--- config.mk ---
export PLATFORM = sky130hd
export DESIGN_NAME = clock_lock_supervisor
export DESIGN_NICKNAME = d
export VERILOG_FILES = /design/src/rtl/clock_pkg.sv /design/src/rtl/clock_lock_supervisor_sync_bits.sv /design/src/rtl/clock_lock_supervisor.sv
export SDC_FILE = /design/constraint.sdc
export NUM_CORES = 1
export LEC_CHECK = 0
export ABC_AREA = 1
export CAP_MARGIN = 10
export CORE_MARGIN = 2
export CORE_UTILIZATION = 29
export DETAILED_ROUTE_END_ITERATION = 7
export GPL_ROUTABILITY_DRIVEN = 0
export PLACE_DENSITY = 0.55
export SKIP_CTS_REPAIR_TIMING = 1
export SLEW_MARGIN = 20
export SYNTH_ARGS = -nofsm -noshare
export SYNTH_HDL_FRONTEND = slang
export SYNTH_SLANG_ARGS = --single-unit
--- constraint.sdc ---
create_clock -name clk_100m -period 3.07 [get_ports clk_100m]
set_clock_uncertainty 0.15 [all_clocks]
set_input_delay 0.307 -clock clk_100m [delete_from_list [all_inputs] [get_ports clk_100m]]
set_output_delay 0.307 -clock clk_100m [all_outputs]
set_load 0.02 [all_outputs]
--- src/rtl/clock_pkg.sv ---
// -----------------------------------------------------------------------------
// clock_pkg
// Shared definitions for the MMCM lock supervisor:
//   - sup_state_t : supervisor FSM states (encoding is visible on state_dbg)
//   - DEF_*       : default timing constants for a 100 MHz supervisor clock
//   - max3        : largest of three integers (counter sizing)
//   - retry_width : width of the retry counter, never below one bit
// -----------------------------------------------------------------------------
package clock_pkg;

  typedef enum logic [2:0] {
    ST_RESET     = 3'd0,
    ST_WAIT_LOCK = 3'd1,
    ST_QUALIFY   = 3'd2,
    ST_LOCKED    = 3'd3,
    ST_FAULT     = 3'd4
  } sup_state_t;

  // 16 cycles of MMCM reset, 1 ms lock timeout, ~10 us of stable lock.
  localparam int DEF_RST_PULSE_CYCLES    = 16;
  localparam int DEF_LOCK_TIMEOUT_CYCLES = 100000;
  localparam int DEF_STABLE_CYCLES       = 1024;
  localparam int DEF_MAX_RETRIES         = 4;
  localparam int DEF_SYNC_STAGES         = 2;

  function automatic int max3(input int a, input int b, input int c);
    int m;
    m = a;
    if (b > m) m = b;
    if (c > m) m = c;
    return m;
  endfunction

  // MAX_RETRIES = 0 would give a zero-width counter, so clamp to one bit.
  function automatic int retry_width(input int max_retries);
    int w;
    w = $clog2(max_retries + 1);
    if (w < 1) w = 1;
    return w;
  endfunction

endpackage

--- src/rtl/clock_lock_supervisor_sync_bits.sv ---
// -----------------------------------------------------------------------------
// sync_bits
// Multi-flop synchroniser for signals arriving asynchronously to clk.
// All flops reset asynchronously to 0 and carry ASYNC_REG so placement keeps
// the chain packed together.
//   clk : destination clock
//   rst : asynchronous active-high reset
//   d   : asynchronous input
//   q   : synchronised output, STAGES clk edges behind d
// -----------------------------------------------------------------------------
module sync_bits #(
  parameter int STAGES = 2,
  parameter int WIDTH  = 1
) (
  input  logic             clk,
  input  logic             rst,
  input  logic [WIDTH-1:0] d,
  output logic [WIDTH-1:0] q
);

  (* ASYNC_REG = "TRUE" *) logic [WIDTH-1:0] sync_q [STAGES];
  logic [WIDTH-1:0] sync_d [STAGES];

  always_comb begin
    sync_d[0] = d;
    for (int i = 1; i < STAGES; i++) begin
      sync_d[i] = sync_q[i-1];
    end
  end

  always_ff @(posedge clk or posedge rst) begin
    if (rst) begin
      for (int i = 0; i < STAGES; i++) begin
        sync_q[i] <= '0;
      end
    end else begin
      for (int i = 0; i < STAGES; i++) begin
        sync_q[i] <= sync_d[i];
      end
    end
  end

  assign q = sync_q[STAGES-1];

endmodule

--- src/rtl/clock_lock_supervisor.sv ---
// -----------------------------------------------------------------------------
// clock_lock_supervisor
// Supervises an MMCM-based pixel clock generator from the 100 MHz input clock
// domain: pulses the MMCM reset, qualifies the raw LOCKED signal as stable,
// retries failed lock attempts a bounded number of times and then parks in a
// sticky fault until restarted.
//   clk_100m    : free-running 100 MHz input clock
//   rst         : asynchronous active-high reset
//   mmcm_locked : raw MMCM LOCKED, asynchronous to clk_100m
//   req_restart : single-cycle request to clear faults and re-acquire
//   mmcm_rst    : drives MMCM RST
//   clk_locked  : qualified lock, registered
//   lock_lost   : one-cycle pulse when an established lock drops
//   fault       : sticky, retries exhausted
//   retry_count : failed attempts since last lock or restart
//   state_dbg   : current FSM state encoding
// -----------------------------------------------------------------------------
module clock_lock_supervisor
  import clock_pkg::*;
#(
  parameter int RST_PULSE_CYCLES    = DEF_RST_PULSE_CYCLES,
  parameter int LOCK_TIMEOUT_CYCLES = DEF_LOCK_TIMEOUT_CYCLES,
  parameter int STABLE_CYCLES       = DEF_STABLE_CYCLES,
  parameter int MAX_RETRIES         = DEF_MAX_RETRIES,
  parameter int SYNC_STAGES         = DEF_SYNC_STAGES,
  localparam int RW = retry_width(MAX_RETRIES)
) (
  input  logic          clk_100m,
  input  logic          rst,
  input  logic          mmcm_locked,
  input  logic          req_restart,
  output logic          mmcm_rst,
  output logic          clk_locked,
  output logic          lock_lost,
  output logic          fault,
  output logic [RW-1:0] retry_count,
  output logic [2:0]    state_dbg
);

  // One extra bit of headroom so terminal-count compares never wrap.
  localparam int CW = $clog2(max3(RST_PULSE_CYCLES, LOCK_TIMEOUT_CYCLES, STABLE_CYCLES)) + 1;

  localparam logic [CW-1:0] CNT_ONE      = CW'(1);
  localparam logic [CW-1:0] RST_LAST     = CW'(RST_PULSE_CYCLES - 1);
  localparam logic [CW-1:0] TIMEOUT_LAST = CW'(LOCK_TIMEOUT_CYCLES - 1);
  localparam logic [CW-1:0] STABLE_LAST  = CW'(STABLE_CYCLES - 1);
  localparam logic [RW-1:0] RETRY_ONE    = RW'(1);
  localparam logic [RW-1:0] RETRY_LIMIT  = RW'(MAX_RETRIES);
  localparam logic [RW-1:0] RETRY_SAT    = '1;

  logic locked_s;

  sup_state_t    state_q, state_d;
  logic [CW-1:0] cnt_q, cnt_d;
  logic [RW-1:0] retry_q, retry_d;
  logic          mmcm_rst_q, mmcm_rst_d;
  logic          clk_locked_q, clk_locked_d;
  logic          lock_lost_q, lock_lost_d;
  logic          fault_q, fault_d;
  logic          attempt_fail;
  logic [RW-1:0] retry_inc;

  sync_bits #(
    .STAGES(SYNC_STAGES),
    .WIDTH (1)
  ) u_lock_sync (
    .clk(clk_100m),
    .rst(rst),
    .d  (mmcm_locked),
    .q  (locked_s)
  );

  // In retry-forever mode the counter pins at all-ones instead of wrapping.
  assign retry_inc = (retry_q == RETRY_SAT) ? retry_q : (retry_q + RETRY_ONE);

  always_comb begin
    state_d      = state_q;
    cnt_d        = cnt_q;
    retry_d      = retry_q;
    lock_lost_d  = 1'b0;
    attempt_fail = 1'b0;

    // A restart overrides everything, including a lock drop on the same edge.
    if (req_restart) begin
      state_d = ST_RESET;
      cnt_d   = '0;
      retry_d = '0;
    end else begin
      unique case (state_q)
        ST_RESET: begin
          if (cnt_q == RST_LAST) begin
            state_d = ST_WAIT_LOCK;
            cnt_d   = '0;
          end else begin
            cnt_d = cnt_q + CNT_ONE;
          end
        end

        // The first high sample already counts towards qualification; with a
        // one-sample requirement it is enough to declare lock directly.
        ST_WAIT_LOCK: begin
          if (locked_s) begin
            if (STABLE_CYCLES == 1) begin
              state_d = ST_LOCKED;
              cnt_d   = '0;
              retry_d = '0;
            end else begin
              state_d = ST_QUALIFY;
              cnt_d   = CNT_ONE;
            end
          end else if (cnt_q == TIMEOUT_LAST) begin
            attempt_fail = 1'b1;
          end else begin
            cnt_d = cnt_q + CNT_ONE;
          end
        end

        // cnt_q holds the high samples seen so far; this edge adds one more.
        ST_QUALIFY: begin
          if (!locked_s) begin
            attempt_fail = 1'b1;
          end else if (cnt_q == STABLE_LAST) begin
            state_d = ST_LOCKED;
            cnt_d   = '0;
            retry_d = '0;
          end else begin
            cnt_d = cnt_q + CNT_ONE;
          end
        end

        ST_LOCKED: begin
          if (!locked_s) begin
            state_d     = ST_RESET;
            cnt_d       = '0;
            lock_lost_d = 1'b1;
          end
        end

        ST_FAULT: begin
          state_d = ST_FAULT;
        end

        default: begin
          state_d = ST_RESET;
          cnt_d   = '0;
        end
      endcase

      if (attempt_fail) begin
        retry_d = retry_inc;
        cnt_d   = '0;
        if ((MAX_RETRIES != 0) && (retry_inc == RETRY_LIMIT)) begin
          state_d = ST_FAULT;
        end else begin
          state_d = ST_RESET;
        end
      end
    end

    // Outputs are decoded from the next state so they line up with state_q.
    mmcm_rst_d   = (state_d == ST_RESET) || (state_d == ST_FAULT);
    clk_locked_d = (state_d == ST_LOCKED);
    fault_d      = (state_d == ST_FAULT);
  end

  always_ff @(posedge clk_100m or posedge rst) begin
    if (rst) begin
      state_q      <= ST_RESET;
      cnt_q        <= '0;
      retry_q      <= '0;
      mmcm_rst_q   <= 1'b1;
      clk_locked_q <= 1'b0;
      lock_lost_q  <= 1'b0;
      fault_q      <= 1'b0;
    end else begin
      state_q      <= state_d;
      cnt_q        <= cnt_d;
      retry_q      <= retry_d;
      mmcm_rst_q   <= mmcm_rst_d;
      clk_locked_q <= clk_locked_d;
      lock_lost_q  <= lock_lost_d;
      fault_q      <= fault_d;
    end
  end

  assign mmcm_rst    = mmcm_rst_q;
  assign clk_locked  = clk_locked_q;
  assign lock_lost   = lock_lost_q;
  assign fault       = fault_q;
  assign retry_count = retry_q;
  assign state_dbg   = state_q;

endmodule

==> results.py, run 1 <==
metrics = {
    "run_status": {
        "status": "complete, no violations",
    },
    "synthesis": {
        "ys_seq_area_share_pct": 35.1,
        "postSynthAreaPerCell_um2": 6.63,
        "synthesis.nets": 329,
        "async_flop_share_pct": 100,
        "synth_top_area_share_pct": 33.9,
        "synth_edf_count": 0,
        "synth_area_leaders": "dfrtp_1, nand2_1, nand3_1, nor2_1, nand4_1",
        "synth_flop_cell": "dfrtp_1",
        "ys_types": 29,
        "syn_area_um2": 2140,
        "synth-seq-cells": 30,
        "netlist_instances": 323,
        "yosysTopAreaCell": "dfrtp_1",
        "synth_most_common_cell": "nand2_1",
        "yosys_warnings": 0,
        "synth_common_cells": "nand2_1, nand3_1, nor2_1",
    },
    "clock_tree": {
        "numCtsBuffers": 5,
        "cts_tree": "built",
        "clock_path_buffers": 2,
        "clk_pin_slew_worst_paths_ns": 0.07,
        "clock-root-buffer": "clkbuf_8",
        "htree_levels": 2,
        "clkLatencyLatePin_ns": 0.29,
        "cts.sinks": 30,
    },
    "global_routing": {
        "grt_use_total_pct": 15.3,
        "grt-ovfl-total": 0,
        "grt_max_degree": 17,
        "antenna_found_initial": 0,
        "grt_pass1_wl_um": 9960,
        "grt_pass1_vias": 2004,
    },
    "die": {
        "dieArea_um2": 8090,
        "die_height_um": 89.9,
        "coreArea_um2": 7210,
        "io_pins": 14,
        "start_util_pct": 29.7,
        "num_rows": 31,
        "die_x_um": 89.9,
    },
    "route": {
        "firstDrtPassIters": 5,
        "wirelength_um": 5990,
        "top_layer": "met4",
        "final_antenna_net_count": 0,
        "route.met3.wl_um": 400,
        "vias_per_cell": 5.02,
        "drc": 0,
        "vias": 2205,
        "wire_per_inst_um": 13.6,
        "drt_iter0_drc": 171,
        "route.layer.met1.wl_um": 2830,
        "wl_met2_um": 2640,
    },
    "power": {
        "comb_power_share_pct": 4.6,
        "power.total_mw": 0.790,
        "p_switching_mw": 0.199,
        "clkPwrFrac_pct": 43.8,
        "leakage_nw": 1.14,
        "seqPwrFrac_pct": 51.6,
        "p_per_area_nw_per_um2": 320,
        "p_int_mw": 0.591,
        "max-vdd-ir-drop_uv": 171,
        "sw_frac_of_total_pct": 25.2,
    },
    "worst_setup_path": {
        "cp-start-kind": "flip-flop",
        "end_kind": "flip-flop",
        "slowest_stage": "dfrtp_1",
        "critPathMaxFanout": 8,
        "cp_cell_sequence": "ha_1, nand2_2, nor2_4, nand2_1, inv_2, nand2_1, nand2_1, inv_2, nor2_4, nor2_2, nor2_2, nor2_1",
        "crit_type": "reg2reg",
        "path_common_cell": "nand2_1",
        "crit_path_max_incr_delay_ns": 0.52,
        "arrival_ns": 2.33,
        "cp.required_ns": 3.10,
    },
    "sta": {
        "maxSlewViolCount": 0,
        "finalSetupViolCount": 0,
        "slew_headroom_pct": 47.6,
        "rsz0062_at_grt": "no",
        "fin_crit_ns": 2.30,
        "fmax_ghz": 0.435,
        "finalHoldViolCount": 0,
        "timing.setup.tns_ns": 0,
        "period_share_pct": 74.9,
        "worst_pin_slew_ns": 0.781,
    },
    "finish": {
        "multi_input_area_um2": 1200,
        "fillers": 785,
        "antennaDiodeCount": 0,
        "seq_area_um2": 752,
        "nets": 345,
        "areaGrowthSynthToFinish_pct": 15.4,
        "drive_above_1_share_pct": 10.6,
    },
    "run": {
        "cap_violations": 0,
    },
    "placed_design": {
        "dp.final_hpwl_um": 4480,
        "port_buffers": 13,
    },
    "min_path": {
        "min_path_type": "reg2reg",
    },
}
routing by layer:
metal	vias to the layer above	global-route usage, %
met4	0	4.87
met3	12	2.77
met2	96	22.7
li1	1090	-
met1	1007	22.6
met5	-	0
power by group through the flow:
| stage | Sequential (mW) | Clock [mW] | Combinational (mW) |
|---|---|---|---|
| after floorplan | 0.411 | 0 | 0.0260 |
| after global placement | 0.415 | 0 | 0.0368 |
| after detailed placement | 0.415 | 0 | 0.0373 |
| after CTS | 0.407 | 0.353 | 0.0373 |
| after global routing | 0.408 | 0.367 | 0.0417 |
| final | 0.407 | 0.346 | 0.0366 |
state kept, by name (all words and copies together), names as in the netlist:
register / count
state_dbg: 3
clk_locked: 1
u_lock_sync.sync_q: 1
retry_count: 3
u_lock_sync.q: 1
fault: 1
lock_lost: 1
mmcm_rst: 1
cnt_q: 18
worst max-delay path: cells and delay by family, from the launching register on:
| kind | cells | cell delay, ns |
|---|---|---|
| and+or+nand+nor | 9 | 1.01 |
| buffers and inverters | 2 | 0.15 |
| adders and majority gates | 1 | 0.36 |
| DFF | 1 | 0.52 |
cell type report:
type	count	share of cell area, %
Multi-Input combinational cell	247	48.8
Sequential cell	30	30.4
Timing Repair Buffer	16	6.18
Inverter	39	5.92
Tap cell	99	5.01
Clock inverter	1	0.203
Clock buffer	7	3.49
cells in the final DEF, fill, tap and decap left out, drive strengths merged, types with 2 or more instances in the layout:
cell           netlist  layout
ha                   2       2
nor3                 5       5
dfrtp               29      29
buf                  6       3
xor2                 4       4
nand4               20      20
o21ai               12      12
clkbuf               1       7
clkdlybuf4s50        0      13
inv                 39      39
o31ai                2       2
nand2               98      98
nor2                43      43
nand3               56      56
worst paths after layout:
path,slack [ns],start,cells after the start,endpoint
worst max-delay path,0.77,cnt_q[0],12,cnt_q[5]
worst min-delay path,0.21,u_lock_sync.sync_q[1],0,u_lock_sync.q
worst max register to register,0.77,cnt_q[0],12,cnt_q[5]
worst min register to register,0.21,u_lock_sync.sync_q[1],0,u_lock_sync.q
max in group asynchronous,1.82,rst,3,mmcm_rst
min in group asynchronous,0.24,rst,2,lock_lost
through the flow:
stage          std cells  hold WS, ns  util, %  area (µm²)  setup WS, ns
2_1_floorplan        323        0.181        -        2140          1.24
3_3_place_gp         431        0.184     33.0        2380         0.794
3_5_place_dp         431        0.192     33.0        2380         0.807
4_1_cts              439        0.209     34.3        2470         0.795
5_1_grt              439        0.219     34.3        2470         0.666
6_report             439        0.206     34.3        2470         0.772
kinds of logic (layout without fill, tap and decap cells):
logic type               Yosys count  in the layout  synth area share [%]
AO/OA/AOI/OAI                     16             16                  4.09
XOR/XNOR                           5              5                  2.04
buffers and inverters             46             63                  8.64
AND/OR/NAND/NOR                  224            224                  48.9
adder cells (fa/ha/maj)            2              2                  1.17
flip-flops                        30             30                  35.1
Power figures use the tool's default switching activity.
==> run 2: changes to the inputs <==
--- a/config.mk
+++ b/config.mk
@@ -11,7 +11,7 @@
 export CORE_UTILIZATION = 29
 export DETAILED_ROUTE_END_ITERATION = 7
 export GPL_ROUTABILITY_DRIVEN = 0
-export PLACE_DENSITY = 0.55
+export PLACE_DENSITY = 0.57
 export SKIP_CTS_REPAIR_TIMING = 1
 export SLEW_MARGIN = 20
 export SYNTH_ARGS = -nofsm -noshare
==> constraint.sdc (replaced) <==
create_clock -name clk_100m -period 1.9 [get_ports clk_100m]
set_clock_uncertainty 0.15 [all_clocks]
set_input_delay 0.19 -clock clk_100m [delete_from_list [all_inputs] [get_ports clk_100m]]
set_output_delay 0.19 -clock clk_100m [all_outputs]
set_load 0.02 [all_outputs]
==> run 2 against run 1 <==
Net effect:
- total power rose by 61%
- critical endpoint unchanged
- sequential cell count stayed put
- wire length rose by 3.4%
- sequential power rose by 61%
- largest cell class unchanged
- design area is 7.8% higher
- maximum frequency increased by 22%
- clock power is 57% higher
- hold slack got worse by 0.079 ns
- first-iteration DRC count fell by 31%
- cell count is 3.9% higher
- core utilization is 2.7 points higher
- worst setup slack lost 0.75 ns
==> results.py, run 2 (synthesis results as in run 1) <==
metrics = {
    "finish": {
        "layout_common_cells": "nand2_1, nand3_1, inv_1",
        "largest_reg_flops": 18,
        "top_register": "cnt_q",
        "areaGrowthSynthToFinish_pct": 24.4,
        "antennaDiodeCount": 0,
        "nets": 362,
        "final_common_cell": "nand2_1",
        "layoutNonFillerInstCount": 456,
        "final_util_pct": 36.9,
        "drive_above_1_share_pct": 18.5,
    },
    "clock_tree": {
        "clkLatencyLatePin_ns": 0.29,
        "cts_tree": "built",
        "htree_levels": 2,
        "clock_path_buffers": 2,
        "cts.sinks": 30,
        "numCtsBuffers": 5,
        "clk_pin_slew_worst_paths_ns": 0.07,
        "clock-root-buffer": "clkbuf_8",
    },
    "worst_setup_path": {
        "end_kind": "flip-flop",
        "slowest_stage": "dfrtp_1",
        "path_common_cell": "nand2_1",
        "r2r_setup_slack_ns": 0.02,
        "critPathMaxFanout": 4,
        "arrival_ns": 1.92,
        "cp-start-kind": "flip-flop",
        "crit_type": "reg2reg",
        "crit_path_max_incr_delay_ns": 0.44,
        "cp.required_ns": 1.93,
        "cp_top_family": "simple AND/OR/NAND/NOR gates",
        "cp_cell_sequence": "ha_4, nand2_2, nor2_4, nand2_1, inv_2, nand2_1, nand2_1, inv_2, nor2_4, nor2_2, nor2_2, nor2_1",
        "crit_buf_inv": 2,
    },
    "route": {
        "wirelength_um": 6190,
        "drc": 0,
        "wire_per_inst_um": 13.6,
        "drt_iter0_drc": 118,
        "vias": 2213,
        "firstDrtPassIters": 5,
        "vias_per_cell": 4.85,
        "final_antenna_net_count": 0,
    },
    "run": {
        "cap_violations": 0,
    },
    "die": {
        "coreArea_um2": 7210,
        "die_height_um": 89.9,
        "start_util_pct": 29.7,
        "dieArea_um2": 8090,
        "io_pins": 14,
        "num_rows": 31,
        "die_x_um": 89.9,
    },
    "min_path": {
        "min_path_type": "in2async",
    },
    "sta": {
        "finalSetupViolCount": 0,
        "slew_headroom_pct": 72.8,
        "worst_pin_slew_ns": 0.408,
        "finalHoldViolCount": 0,
        "fmax_ghz": 0.531,
        "maxSlewViolCount": 0,
        "period_share_pct": 99.1,
        "rsz0062_at_grt": "yes",
        "fin_crit_ns": 1.88,
        "timing.setup.tns_ns": 0,
    },
    "power": {
        "leakage_nw": 1.22,
        "p_switching_mw": 0.305,
        "p_int_mw": 0.968,
        "max-vdd-ir-drop_uv": 309,
        "sw_frac_of_total_pct": 24.0,
        "p_per_area_nw_per_um2": 478,
        "clkPwrFrac_pct": 42.6,
        "seqPwrFrac_pct": 51.6,
        "comb_power_share_pct": 5.8,
    },
    "global_routing": {
        "grt_use_total_pct": 15.4,
        "grt_pass1_vias": 2099,
        "grt-ovfl-total": 0,
        "antenna_found_initial": 0,
        "grt_pass1_wl_um": 10000,
        "grt_max_degree": 31,
    },
    "placed_design": {
        "dp.final_hpwl_um": 4680,
        "dp.cells": 448,
        "port_buffers": 13,
    },
    "run_status": {
        "status": "complete, no violations",
    },
}
## run 2: cell count changes in the layout (fill, tap and decap cells not counted), moves of 2 or more
cell	delta
nor2_2	+7
dfrtp_1	-2
dfrtp_2	+2
nor2_1	-8
buf_4	+16
## run 2: per-layer routing
metal	global-route usage [%]	part of all wire (%)
met4	5.26	1.4
met1	20.1	49
met5	0	0
met2	24.6	45
met3	4.44	4.5
## run 2: worst reg2reg max path, stage by stage, from the launching register on
cell	delay [ns]
dfrtp_1	0.44
ha_4	0.18
nand2_2	0.06
nor2_4	0.14
nand2_1	0.10
inv_2	0.08
nand2_1	0.07
nand2_1	0.09
inv_2	0.05
nor2_4	0.13
nor2_2	0.09
nor2_2	0.13
nor2_1	0.06
## run 2: path summary, 6_finish.rpt
| path | cells after the start | end | from |
|---|---|---|---|
| max reg2reg | 12 | cnt_q[5] | cnt_q[1] |
| max | 12 | cnt_q[5] | cnt_q[1] |
| min | 3 | cnt_q[1] | rst |
| max in group asynchronous | 3 | mmcm_rst | rst |
| min in group clk_100m | 1 | u_lock_sync.sync_q[1] | mmcm_locked |
| min reg2reg | 0 | u_lock_sync.q | u_lock_sync.sync_q[1] |
## run 2: area by class of cell
| class | instances | area [µm²] |
|---|---|---|
| inverter | 39 | 146 |
| sequential | 30 | 754 |
| fill | 779 | 4550 |
| multi-input combinational | 247 | 1260 |
| tap | 99 | 124 |
| clock buffer | 8 | 90.1 |
| timing repair buffer | 33 | 293 |
## run 2: power by group through the flow
stage          combinational (mW)  sequential (mW)  clock [mW]
3_5_place_dp               0.0723            0.666           0
2_1_floorplan              0.0421            0.664           0
4_1_cts                    0.0725            0.654       0.558
6_report                   0.0743            0.657       0.542
5_1_grt                    0.0839            0.657       0.592
3_3_place_gp               0.0714            0.666           0
## run 2: stage by stage
step	area (µm²)	power, mW	setup slack (ns)	hold slack [ns]
final	2670	1.27	0.0173	0.127
after global routing	2670	1.33	-0.0561	0.181
after CTS	2610	1.29	-0.00577	0.145
after detailed placement	2520	0.738	0.0181	0.186
after global placement	2520	0.737	0.0583	0.183
after floorplan	2140	0.706	0.0685	0.0714
==> run 3: changes to the inputs <==
--- a/config.mk
+++ b/config.mk
@@ -13,6 +13,7 @@
 export GPL_ROUTABILITY_DRIVEN = 0
 export PLACE_DENSITY = 0.57
 export SKIP_CTS_REPAIR_TIMING = 1
+export SKIP_LAST_GASP = 1
 export SLEW_MARGIN = 20
 export SYNTH_ARGS = -nofsm -noshare
 export SYNTH_HDL_FRONTEND = slang
==> run 3 against run 2 <==
Net effect:
- maximum frequency increased by 0.57%
- first-iteration DRC count grew 4.2%
- core utilization fell by 0.069 points
- register-to-register slack about the same
- worst setup slack improved by 0.011 ns
- critical path type unchanged
- largest power group unchanged
- global-route usage did not move
- largest cell class unchanged
==> results.py, run 3 (synthesis results as in run 1) <==
metrics = {
    "global_routing": {
        "grt-ovfl-total": 0,
        "grt_pass1_wl_um": 10000,
        "grt_use_total_pct": 15.4,
        "antenna_found_initial": 0,
        "grt_max_degree": 31,
        "grt_pass1_vias": 2099,
    },
    "finish": {
        "final_util_pct": 36.9,
        "fillers": 782,
        "drive_above_1_share_pct": 18.5,
        "fin_area_um2": 2660,
        "antennaDiodeCount": 0,
        "layoutNonFillerInstCount": 456,
        "largest_reg_flops": 18,
        "layout_common_cells": "nand2_1, nand3_1, inv_1",
        "final_common_cell": "nand2_1",
        "top_register": "cnt_q",
        "areaGrowthSynthToFinish_pct": 24.2,
        "nets": 362,
    },
    "clock_tree": {
        "cts_tree": "built",
        "clkLatencyLatePin_ns": 0.30,
        "htree_levels": 2,
        "numCtsBuffers": 5,
        "clock_path_buffers": 2,
        "cts.sinks": 30,
        "clk_pin_slew_worst_paths_ns": 0.07,
        "clock-root-buffer": "clkbuf_8",
    },
    "power": {
        "power.total_mw": 1.28,
        "max-vdd-ir-drop_uv": 309,
        "p_per_area_nw_per_um2": 480,
        "leakage_nw": 1.22,
    },
    "worst_setup_path": {
        "cp.required_ns": 1.94,
        "cp-start-kind": "flip-flop",
        "crit_type": "reg2reg",
        "reg2reg_depth": 12,
        "reg2reg_from": "cnt_q[1]",
        "arrival_ns": 1.91,
        "end_kind": "flip-flop",
        "critPathMaxFanout": 4,
        "r2r_end": "cnt_q[5]",
        "startpoint": "cnt_q[1]",
        "crit_end": "cnt_q[5]",
        "r2r_setup_slack_ns": 0.03,
    },
    "placed_design": {
        "placed_area_um2": 2520,
        "dp.final_hpwl_um": 4680,
        "dp.cells": 448,
        "port_buffers": 13,
    },
    "sta": {
        "slew_headroom_pct": 73.6,
        "period_share_pct": 98.5,
        "worst_pin_slew_ns": 0.397,
        "rsz0062_at_grt": "yes",
        "timing.setup.tns_ns": 0,
        "finalSetupViolCount": 0,
        "fin_crit_ns": 1.87,
        "fmax_ghz": 0.534,
        "maxSlewViolCount": 0,
        "finalHoldViolCount": 0,
    },
    "route": {
        "drt_iter0_drc": 123,
        "drc": 0,
        "final_antenna_net_count": 0,
        "firstDrtPassIters": 5,
        "wire_per_inst_um": 13.6,
        "vias_per_cell": 4.81,
        "wirelength_um": 6200,
        "vias": 2193,
    },
    "die": {
        "die_x_um": 89.9,
        "coreArea_um2": 7210,
        "die_height_um": 89.9,
        "io_pins": 14,
        "start_util_pct": 29.7,
        "dieArea_um2": 8090,
        "num_rows": 31,
    },
    "min_path": {
        "min_path_type": "in2async",
    },
    "run_status": {
        "status": "complete, no violations",
    },
    "run": {
        "cap_violations": 0,
    },
}
run 3: routing by layer:
layer	routed length (µm)	global-route usage, %
met1	2930	20.1
met2	2830	24.6
met3	326	4.44
met4	105	5.26
met5	0	0
run 3: worst min-delay path by stage:
stage / to / cells past startpoint / slack, ns / start
2_1_floorplan: u_lock_sync.sync_q[1] / 0 / 0.07 / mmcm_locked
3_5_place_dp: u_lock_sync.q / 0 / 0.19 / u_lock_sync.sync_q[1]
3_3_place_gp: u_lock_sync.q / 0 / 0.18 / u_lock_sync.sync_q[1]
5_1_grt: u_lock_sync.sync_q[1] / 3 / 0.18 / rst
6_report: cnt_q[1] / 3 / 0.12 / rst
4_1_cts: cnt_q[1] / 3 / 0.15 / rst
run 3: critical path: stages, from the launching register on:
cell	delay, ns
dfrtp_1	0.44
ha_4	0.17
nand2_2	0.06
nor2_4	0.13
nand2_1	0.10
inv_2	0.08
nand2_1	0.07
nand2_1	0.09
inv_2	0.05
nor2_4	0.13
nor2_2	0.09
nor2_2	0.13
nor2_1	0.06
run 3: stage by stage:
step / hold WS, ns / setup slack (ns)
floorplan: 0.0714 / 0.0685
global placement: 0.183 / 0.0583
detailed placement: 0.186 / 0.0181
CTS: 0.145 / -0.00577
global route: 0.181 / -0.0561
finish: 0.123 / 0.0279
run 3: area by class of cell:
cell class / instances / area, µm² / share of cell area, %
Tap cell: 99 / 124 / 4.66
Clock buffer: 8 / 90.1 / 3.39
Sequential cell: 30 / 754 / 28.4
Multi-Input combinational cell: 247 / 1250 / 47.1
Inverter: 39 / 146 / 5.50
Timing Repair Buffer: 33 / 293 / 11.0
run 3: power breakdown:
| part | internal (mW) | total, mW | switching (mW) |
|---|---|---|---|
| clock network | 0.295 | 0.547 | 0.252 |
| registers | 0.646 | 0.657 | 0.0109 |
| logic | 0.0270 | 0.0739 | 0.0469 |
| total | 0.968 | 1.28 | 0.310 |
